$ cat src/rtl/mul_fu_if.sv
// Issue-side and CDB-side handshake bundle for the multiply unit.
// master = issue/arbiter side, slave = functional unit.
interface mul_fu_if #(
  parameter int TAG_W = 4
);
  logic             in_valid;
  logic             in_ready;
  logic [TAG_W-1:0] in_tag;
  logic [15:0]      in_a;
  logic [15:0]      in_b;
  logic             flush;
  logic             cdb_req;
  logic             cdb_grant;
  logic [TAG_W-1:0] cdb_tag;
  logic [31:0]      cdb_data;
  logic [2:0]       occ;

  modport master (
    output in_valid, in_tag, in_a, in_b,
    output flush, cdb_grant,
    input  in_ready, cdb_req, cdb_tag,
    input  cdb_data, occ
  );

  modport slave (
    input  in_valid, in_tag, in_a, in_b,
    input  flush, cdb_grant,
    output in_ready, cdb_req, cdb_tag,
    output cdb_data, occ
  );
endinterface

$ cat src/rtl/mul_fu.sv
// Pipelined 16x16 unsigned multiply unit: S1 operand regs, Wallace
// tree into S2, then a 2-entry result queue arbitrating for the CDB.
module mul_fu #(
  parameter int TAG_W = 4,
  parameter int DEPTH = 4
) (
  input logic     clk,
  input logic     rst,
  mul_fu_if.slave bus
);

  logic             s1_v_q, s1_v_d;
  logic [TAG_W-1:0] s1_tag_q, s1_tag_d;
  logic [15:0]      s1_a_q, s1_a_d;
  logic [15:0]      s1_b_q, s1_b_d;

  logic             s2_v_q, s2_v_d;
  logic [TAG_W-1:0] s2_tag_q, s2_tag_d;
  logic [31:0]      s2_p_q, s2_p_d;

  logic [1:0]       q_cnt_q, q_cnt_d;
  logic [TAG_W-1:0] q_tag_q [2];
  logic [TAG_W-1:0] q_tag_d [2];
  logic [31:0]      q_dat_q [2];
  logic [31:0]      q_dat_d [2];

  logic [2:0]       occ_q, occ_d;

  logic             acc, pop, s2_adv, s1_adv;
  logic [1:0]       q_base;
  logic [31:0]      prod;

  logic [31:0]      row [16];
  logic [31:0]      nxt [16];
  logic [3:0]       m;
  int               n;

  assign bus.in_ready = occ_q < 3'(DEPTH);
  assign bus.cdb_req  = q_cnt_q != 2'd0;
  assign bus.cdb_tag  = q_tag_q[0];
  assign bus.cdb_data = q_dat_q[0];
  assign bus.occ      = occ_q;

  assign acc    = bus.in_valid && bus.in_ready;
  assign pop    = bus.cdb_req && bus.cdb_grant;
  assign s2_adv = s2_v_q && (q_cnt_q != 2'd2 || pop);
  assign s1_adv = s1_v_q && (!s2_v_q || s2_adv);

  // Carry-save 3:2 reduction of the partial products down to two rows.
  always_comb begin
    for (int i = 0; i < 16; i++)
      row[i] = s1_b_q[i] ? (32'(s1_a_q) << i) : 32'd0;
    n = 16;
    for (int l = 0; l < 6; l++) begin
      for (int i = 0; i < 16; i++)
        nxt[i] = '0;
      m = '0;
      for (int j = 0; j < 5; j++) begin
        if (3*j+2 < n) begin
          nxt[m] = row[3*j] ^ row[3*j+1] ^ row[3*j+2];
          nxt[m+4'd1] = ((row[3*j] & row[3*j+1]) |
                         (row[3*j] & row[3*j+2]) |
                         (row[3*j+1] & row[3*j+2])) << 1;
          m = m + 4'd2;
        end
      end
      for (int i = 0; i < 16; i++) begin
        if (i >= 3*(n/3) && i < n) begin
          nxt[m] = row[i];
          m = m + 4'd1;
        end
      end
      row = nxt;
      n = int'(m);
    end
    prod = row[0] + row[1];
  end

  always_comb begin
    s1_v_d   = s1_v_q;
    s1_tag_d = s1_tag_q;
    s1_a_d   = s1_a_q;
    s1_b_d   = s1_b_q;
    if (acc) begin
      s1_v_d   = 1'b1;
      s1_tag_d = bus.in_tag;
      s1_a_d   = bus.in_a;
      s1_b_d   = bus.in_b;
    end else if (s1_adv) begin
      s1_v_d = 1'b0;
    end

    s2_v_d   = s2_v_q;
    s2_tag_d = s2_tag_q;
    s2_p_d   = s2_p_q;
    if (s1_adv) begin
      s2_v_d   = 1'b1;
      s2_tag_d = s1_tag_q;
      s2_p_d   = prod;
    end else if (s2_adv) begin
      s2_v_d = 1'b0;
    end

    q_tag_d = q_tag_q;
    q_dat_d = q_dat_q;
    q_base  = q_cnt_q - {1'b0, pop};
    if (pop) begin
      q_tag_d[0] = q_tag_q[1];
      q_dat_d[0] = q_dat_q[1];
    end
    // A push always lands in slot 0 or 1 after any pop has shifted.
    if (s2_adv) begin
      q_tag_d[q_base[0]] = s2_tag_q;
      q_dat_d[q_base[0]] = s2_p_q;
    end
    q_cnt_d = q_base + {1'b0, s2_adv};

    occ_d = occ_q;
    if (acc && !pop)
      occ_d = occ_q + 3'd1;
    else if (!acc && pop)
      occ_d = occ_q - 3'd1;

    if (bus.flush) begin
      s1_v_d  = 1'b0;
      s2_v_d  = 1'b0;
      q_cnt_d = 2'd0;
      occ_d   = 3'd0;
    end
  end

  always_ff @(posedge clk) begin
    if (rst) begin
      s1_v_q     <= 1'b0;
      s1_tag_q   <= '0;
      s1_a_q     <= '0;
      s1_b_q     <= '0;
      s2_v_q     <= 1'b0;
      s2_tag_q   <= '0;
      s2_p_q     <= '0;
      q_cnt_q    <= 2'd0;
      q_tag_q[0] <= '0;
      q_tag_q[1] <= '0;
      q_dat_q[0] <= '0;
      q_dat_q[1] <= '0;
      occ_q      <= 3'd0;
    end else begin
      s1_v_q   <= s1_v_d;
      s1_tag_q <= s1_tag_d;
      s1_a_q   <= s1_a_d;
      s1_b_q   <= s1_b_d;
      s2_v_q   <= s2_v_d;
      s2_tag_q <= s2_tag_d;
      s2_p_q   <= s2_p_d;
      q_cnt_q  <= q_cnt_d;
      q_tag_q  <= q_tag_d;
      q_dat_q  <= q_dat_d;
      occ_q    <= occ_d;
    end
  end

endmodule

$ cat src/flat_wrapper.sv
// flat-port wrapper written by rule: the top's interface ports become plain ports
module mul_fu_flat 
#(
  parameter int TAG_W = 4,
  parameter int DEPTH = 4
)
  (clk, rst, bus_in_valid, bus_in_tag, bus_in_a, bus_in_b, bus_flush, bus_cdb_grant, bus_in_ready, bus_cdb_req, bus_cdb_tag, bus_cdb_data, bus_occ);
  mul_fu_if #(.TAG_W(TAG_W)) bus_i ();
  input logic clk;
  input logic rst;
  input wire logic [$bits(bus_i.in_valid)-1:0] bus_in_valid;
  input wire logic [$bits(bus_i.in_tag)-1:0] bus_in_tag;
  input wire logic [$bits(bus_i.in_a)-1:0] bus_in_a;
  input wire logic [$bits(bus_i.in_b)-1:0] bus_in_b;
  input wire logic [$bits(bus_i.flush)-1:0] bus_flush;
  input wire logic [$bits(bus_i.cdb_grant)-1:0] bus_cdb_grant;
  output wire logic [$bits(bus_i.in_ready)-1:0] bus_in_ready;
  output wire logic [$bits(bus_i.cdb_req)-1:0] bus_cdb_req;
  output wire logic [$bits(bus_i.cdb_tag)-1:0] bus_cdb_tag;
  output wire logic [$bits(bus_i.cdb_data)-1:0] bus_cdb_data;
  output wire logic [$bits(bus_i.occ)-1:0] bus_occ;
  assign bus_i.in_valid = bus_in_valid;
  assign bus_i.in_tag = bus_in_tag;
  assign bus_i.in_a = bus_in_a;
  assign bus_i.in_b = bus_in_b;
  assign bus_i.flush = bus_flush;
  assign bus_i.cdb_grant = bus_cdb_grant;
  assign bus_in_ready = bus_i.in_ready;
  assign bus_cdb_req = bus_i.cdb_req;
  assign bus_cdb_tag = bus_i.cdb_tag;
  assign bus_cdb_data = bus_i.cdb_data;
  assign bus_occ = bus_i.occ;
  mul_fu #(.TAG_W(TAG_W), .DEPTH(DEPTH)) u_core (.clk(clk), .rst(rst), .bus(bus_i));
endmodule
$ cat config.mk
export PLATFORM = sky130hd
export DESIGN_NAME = mul_fu_flat
export DESIGN_NICKNAME = d
export VERILOG_FILES = /design/src/rtl/mul_fu_if.sv /design/src/rtl/mul_fu.sv /design/src/flat_wrapper.sv
export SDC_FILE = /design/constraint.sdc
export NUM_CORES = 1
export LEC_CHECK = 0
export CORE_MARGIN = 2
export CORE_UTILIZATION = 50
export CTS_BUF_LIST = sky130_fd_sc_hd__clkbuf_4
export DETAILED_ROUTE_END_ITERATION = 10
export DONT_BUFFER_PORTS = 1
export GPL_TIMING_DRIVEN = 1
export PLACE_DENSITY = 0.7
export SLEW_MARGIN = 20
export SYNTH_ARGS = -nofsm -noshare
export SYNTH_HDL_FRONTEND = slang
export SYNTH_SLANG_ARGS = --single-unit
export TNS_END_PERCENT = 100
$ cat constraint.sdc
create_clock -name clk -period 12.2 [get_ports clk]
set_input_delay 1.83 -clock clk [delete_from_list [all_inputs] [get_ports clk]]
set_output_delay 1.83 -clock clk [all_outputs]
set_load 0.05 [all_outputs]
### Word-level counts from Yosys, hierarchy flattened

Cells that the tools add are included.

* equal/unequal tests: 1
* muxes and demuxes: 32
* reduce and logical (&&, ||, !) cells: 17
* bitwise logic cells: 99
* add/subtract/negate cells: 5
* $lt $le $gt $ge: 3

Operator list (number)
* 31-bit AND: 42
* 31-bit OR: 28
* 32-bit XOR: 22
* 64-bit bitwise mux: 1
* 32-bit 2-to-1 mux: 2
* 64-bit 2-to-1 mux: 1
* 32-bit adder: 1
* 32-bit demux with 1-bit select: 1
* 32-bit by 18-bit XOR with 32-bit output: 1
* 32-bit by 21-bit XOR with 32-bit output: 1
* 32-bit by 24-bit XOR with 32-bit output: 1
* 32-bit by 27-bit XOR with 32-bit output: 1
* 32-bit by 30-bit XOR with 32-bit output: 1
* 32-bit by 31-bit XOR with 32-bit output: 1
* 31-bit 2-to-1 mux: 1
* 30-bit 2-to-1 mux: 1
* 29-bit 2-to-1 mux: 1
* 28-bit 2-to-1 mux: 1
* 27-bit 2-to-1 mux: 1
* 26-bit 2-to-1 mux: 1
* 25-bit 2-to-1 mux: 1
* 24-bit 2-to-1 mux: 1
* 23-bit 2-to-1 mux: 1
* 22-bit 2-to-1 mux: 1
* other kinds (26): 43

* output and inout bits: 41
* register bits: 151

### Longest topological paths before layout

* depth in word-level cells: 20
* gate-level depth with buffers: 21

### Worst setup path before layout

No wires, ideal clock.

* path kind: register -> register
* start: reg u_core.s1_b_q[14]
* end: reg u_core.s2_p_q[30]
* path buffers: 1
* clock period less this slack: 5.592 ns
* arrival time: 5.475 ns
* cell stages (with the launch flop): 18
* slack: 6.608 ns
* required time: 12.083 ns
* path through: dfxtp_1 clkbuf_1 nand2_1 fa_1 fa_1 fa_1 fa_1 fa_1 fa_1 inv_1 ha_1 a21o_1 nor3b_2 nand3_1 a31oi_4 a2111oi_2 or3_1 a32o_1

* word-level cells in the longest chain between the ends: 17
* elaborated cells between the ends (all ways): 45

Ends and longest elaborated chain
* start, declared: line mul_fu.sv:15 `logic [15:0] s1_b_q, s1_b_d;`
* start signal, assigned: line mul_fu.sv:137 `s1_b_q <= '0;`
* start signal, assigned: line mul_fu.sv:151 `s1_b_q <= s1_b_d;`
* 30-bit 2-to-1 mux (*): line mul_fu.sv:52 `row[i] = s1_b_q[i] ? (32'(s1_a_q) << i) : 32'd0;`
* 32-bit by 30-bit XOR with 32-bit output: line mul_fu.sv:60 `nxt[m] = row[3*j] ^ row[3*j+1] ^ row[3*j+2];`
* 31-bit AND: line mul_fu.sv:62 `(row[3*j] & row[3*j+2]) |`
* 31-bit OR: line mul_fu.sv:61 `nxt[m+4'd1] = ((row[3*j] & row[3*j+1]) |`
* 31-bit OR: line mul_fu.sv:62
* 31-bit AND: line mul_fu.sv:62
* 31-bit OR: line mul_fu.sv:61
* 31-bit OR: line mul_fu.sv:62
* 32-bit XOR: line mul_fu.sv:60
* 32-bit by 31-bit XOR with 32-bit output: line mul_fu.sv:60
* 31-bit AND: line mul_fu.sv:62
* 31-bit OR: line mul_fu.sv:61
* 31-bit OR: line mul_fu.sv:62
* 31-bit AND: line mul_fu.sv:61
* 31-bit OR: line mul_fu.sv:61
* 31-bit OR: line mul_fu.sv:62
* 32-bit adder (*): line mul_fu.sv:76 `prod = row[0] + row[1];`
* end signal, assigned: line mul_fu.sv:154 `s2_p_q <= s2_p_d;`
* end, declared: line mul_fu.sv:19 `logic [31:0] s2_p_q, s2_p_d;`

Every way passes the cells marked *; elsewhere a longest branch is shown, timed or not.
A chain may end at the register's enable or synchronous reset.

### Worst setup path in the final report

Same ends and word-level chain as after synthesis.

==> key figures <==
Clocking
  – Clock Pin Slew Worst Setup and Hold Paths: 0.16 ns
  – CTS buffer count: 17
  – CTS Buffer Depth: 2
  – Post-CTS Setup Inserts: 0
  – Hold-fix buffers, CTS: 0
  – CTS Root Cell: clkbuf_4
  – CTS tree: built
  – Clk sinks: 151
  – H-tree depth: 4
  – Post-cts resize count: 0
  – Clk_lat worst skew: 0.61 ns

STA
  – Max_slew headroom: 43.35%
  – RSZ-0062 raised after global routing: no
  – Setup skew after layout: 0.03077 ns
  – Final hold vios: 0
  – F_max: 162.3 MHz
  – Hold_ws: 0.4637 ns
  – Fin crit share: 50.51%
  – Worst-margin pin slew: 0.8466 ns
  – Slew Limit Fails: 0
  – Final setup viols: 0
  – Fin Setup TNS: 0 ns
  – Tmin final: 6.163 ns

Cells and area
  – Fraction of layout cells with a size suffix above 1: 4.129%
  – Area Growth Syn to Fin: 1.795%
  – Final #Nets: 1,763
  – Most common cell after layout, fill and taps aside: nand2_1
  – Post-layout util: 51.38%
  – Most frequent cells in the layout: 236 x nand2_1, 202 x fa_1, 175 x inv_1

GRT
  – Total track usage: 22.37%
  – First-pass GRT wire length: 51,470 microns
  – Vias in the first global route: 10,190
  – Grt ovf: 0
  – Pin count of the biggest net entering global routing: 141
  – Initial antenna violation count: 1

Synth
  – Synthesized Nets: 1,853
  – Top cell type's share of synthesized area: 29.00%
  – Area contributors post-synth: fa_1 29%, dfxtp_1 22%, ha_1 7.2%
  – Async SR Flop Fraction: 0%
  – Synthesis Warnings: 0
  – Top FF cell, synth: dfxtp_1
  – Post-synth top area cell: fa_1
  – EDFF count, synth: 0
  – Flops & latches, synth: 151
  – Syn Std Cell Area: 13,940 sq um
  – Avg Inst Size Synth: 9.114 sq um
  – Synth unique cells: 54
  – Post-Synthesis Cells: 1,530
  – Register area share after synthesis: 21.68%

Worst setup path
  – Slowest-stage cell, CP: dfxtp_1
  – Critical path capture point: u_core.s2_p_q[30]
  – Reg2Reg Setup Slack: 6.04 ns
  – Data arrival, critical path: 6.66 ns
  – Startpoint types: flop
  – Critical path class: reg2reg
  – Worst R2R Path Depth: 16
  – Crit end category: flop
  – Reg2reg start: u_core.s1_b_q[14]
  – CP startpoint: u_core.s1_b_q[14]
  – R2r endpoint: u_core.s2_p_q[30]
  – Critical path's most frequent cell: fa_1
  – CP required: 12.70 ns
  – Critical Path Max Stage Delay: 0.83 ns
  – Worst-path maximum fanout: 17
  – Critical path, cell by cell: nand2_1 > fa_1 > fa_1 > fa_1 > fa_1 > fa_1 > fa_1 > inv_1 > ha_1 > a21o_1 > nor2_1 > a21oi_2 > a31oi_4 > a2111oi_2 > or3_1 > a32o_1

Run status
  – Status: finished, final reports clean

Placed design
  – Placer Congestion: 0.8772
  – Final HPWL DP: 23,690 microns
  – Port Buf Inserts: 0

Min path
  – Hold Path Class: reg2reg

Power and ir drop
  – Leak: 0.005939 uW
  – PwrDens: 78.36 nW/um^2
  – Worst vdd ir: 0.05280 mV

Routing
  – Vias per inst: 5.453
  – Vias: 9,990
  – Remaining antenna violation count: 0
  – Final wirelength: 31,670 microns
  – DRT Pass-1 Iters: 5
  – DRC: 0
  – WL/cell: 17.29 microns
  – Drt initial violations: 640

Floorplanning
  – Initial Utilization: 50.47%
  – Die width: 171 microns
  – Full die area: 29,240 sq um
  – Chip height: 171 microns
  – Core area: 27,630 sq um
  – IO Pins: 82
  – Core Rows: 61

Job
  – Max cap viols: 0
==> kinds of logic (layout without fill, tap and decap cells) <==
group | after synthesis | count (layout) | synth area share, %
simple gates | 521 | 521 | 17.41
compound gates | 191 | 191 | 9.242
flops | 151 | 151 | 21.68
other cells | 0 | 1 | 0
fa+ha+maj | 282 | 282 | 36.18
mux | 74 | 74 | 5.312
xor+xnor | 19 | 19 | 1.193
buf+inv | 292 | 215 | 8.991
==> per-layer routing <==
| layer | vias up | track usage, % | part of all wire [%] |
|---|---|---|---|
| met5 | - | 0 | 0 |
| met4 | 0 | 6.964 | 1.9 |
| met3 | 44 | 4.858 | 6.2 |
| li1 | 4638 | - | - |
| met1 | 5036 | 28.03 | 43 |
| met2 | 272 | 38.57 | 49 |
==> synth_stat cells, types with 5 or more instances <==
cell / instances
a22o_1: 8
nor2_1: 96
nand2_1: 238
a21o_1: 13
a211oi_1: 38
clkbuf_1: 66
nand3_1: 11
nor2b_1: 6
and2_1: 145
fa_1: 202
dfxtp_1: 151
a21oi_1: 80
xor2_1: 7
xnor2_1: 12
buf_2: 9
buf_4: 37
mux2i_1: 74
o21ai_0: 12
ha_1: 80
inv_1: 175
o21a_1: 5
or3_1: 8
==> layout make-up <==
cell class / instances / area [sq um]
Fill cell: 2542 / 13430
Tap cell: 378 / 473.0
Sequential cell: 151 / 3023
Clock inverter: 14 / 166.4
Clock buffer: 18 / 135.1
Timing Repair Buffer: 8 / 60.06
Antenna cell: 1 / 2.502
Multi-Input combinational cell: 1087 / 9678
Inverter: 175 / 656.9
==> where the power goes <==
part / internal [uW] / switching, uW
sequential: 507 / 51.7
clock: 130 / 211
combinational: 86.6 / 127
==> critical path, delay by kind of cell (launching register included) <==
kind            cells  cell delay [ns]
buf+inv             1             0.04
simple gates        3             0.71
compound gates      5             1.01
fa+ha+maj           7             3.44
flops               1             0.83
==> stage by stage <==
stage	cells	power [uW]	area, sq um	setup WS, ns
after floorplan	1530	728.8	13940	6.608
after global placement	1799	774.3	13890	6.128
after detailed placement	1799	781.9	13890	6.062
after CTS	1831	1122	14190	5.996
after global routing	1832	1171	14190	5.724
final	1832	1112	14190	6.037
==> how the worst min path moves through the flow <==
stage	from	to	cells after the start
CTS	u_core.s1_tag_q[2]	u_core.s2_tag_q[2]	2
floorplan	u_core.s1_tag_q[0]	u_core.s2_tag_q[0]	2
global route	u_core.s1_tag_q[3]	u_core.s2_tag_q[3]	2
global placement	u_core.s1_tag_q[2]	u_core.s2_tag_q[2]	2
finish	u_core.s1_tag_q[2]	u_core.s2_tag_q[2]	2
detailed placement	u_core.s1_tag_q[2]	u_core.s2_tag_q[2]	2
Note: power is estimated with default switching activity, not from simulation.
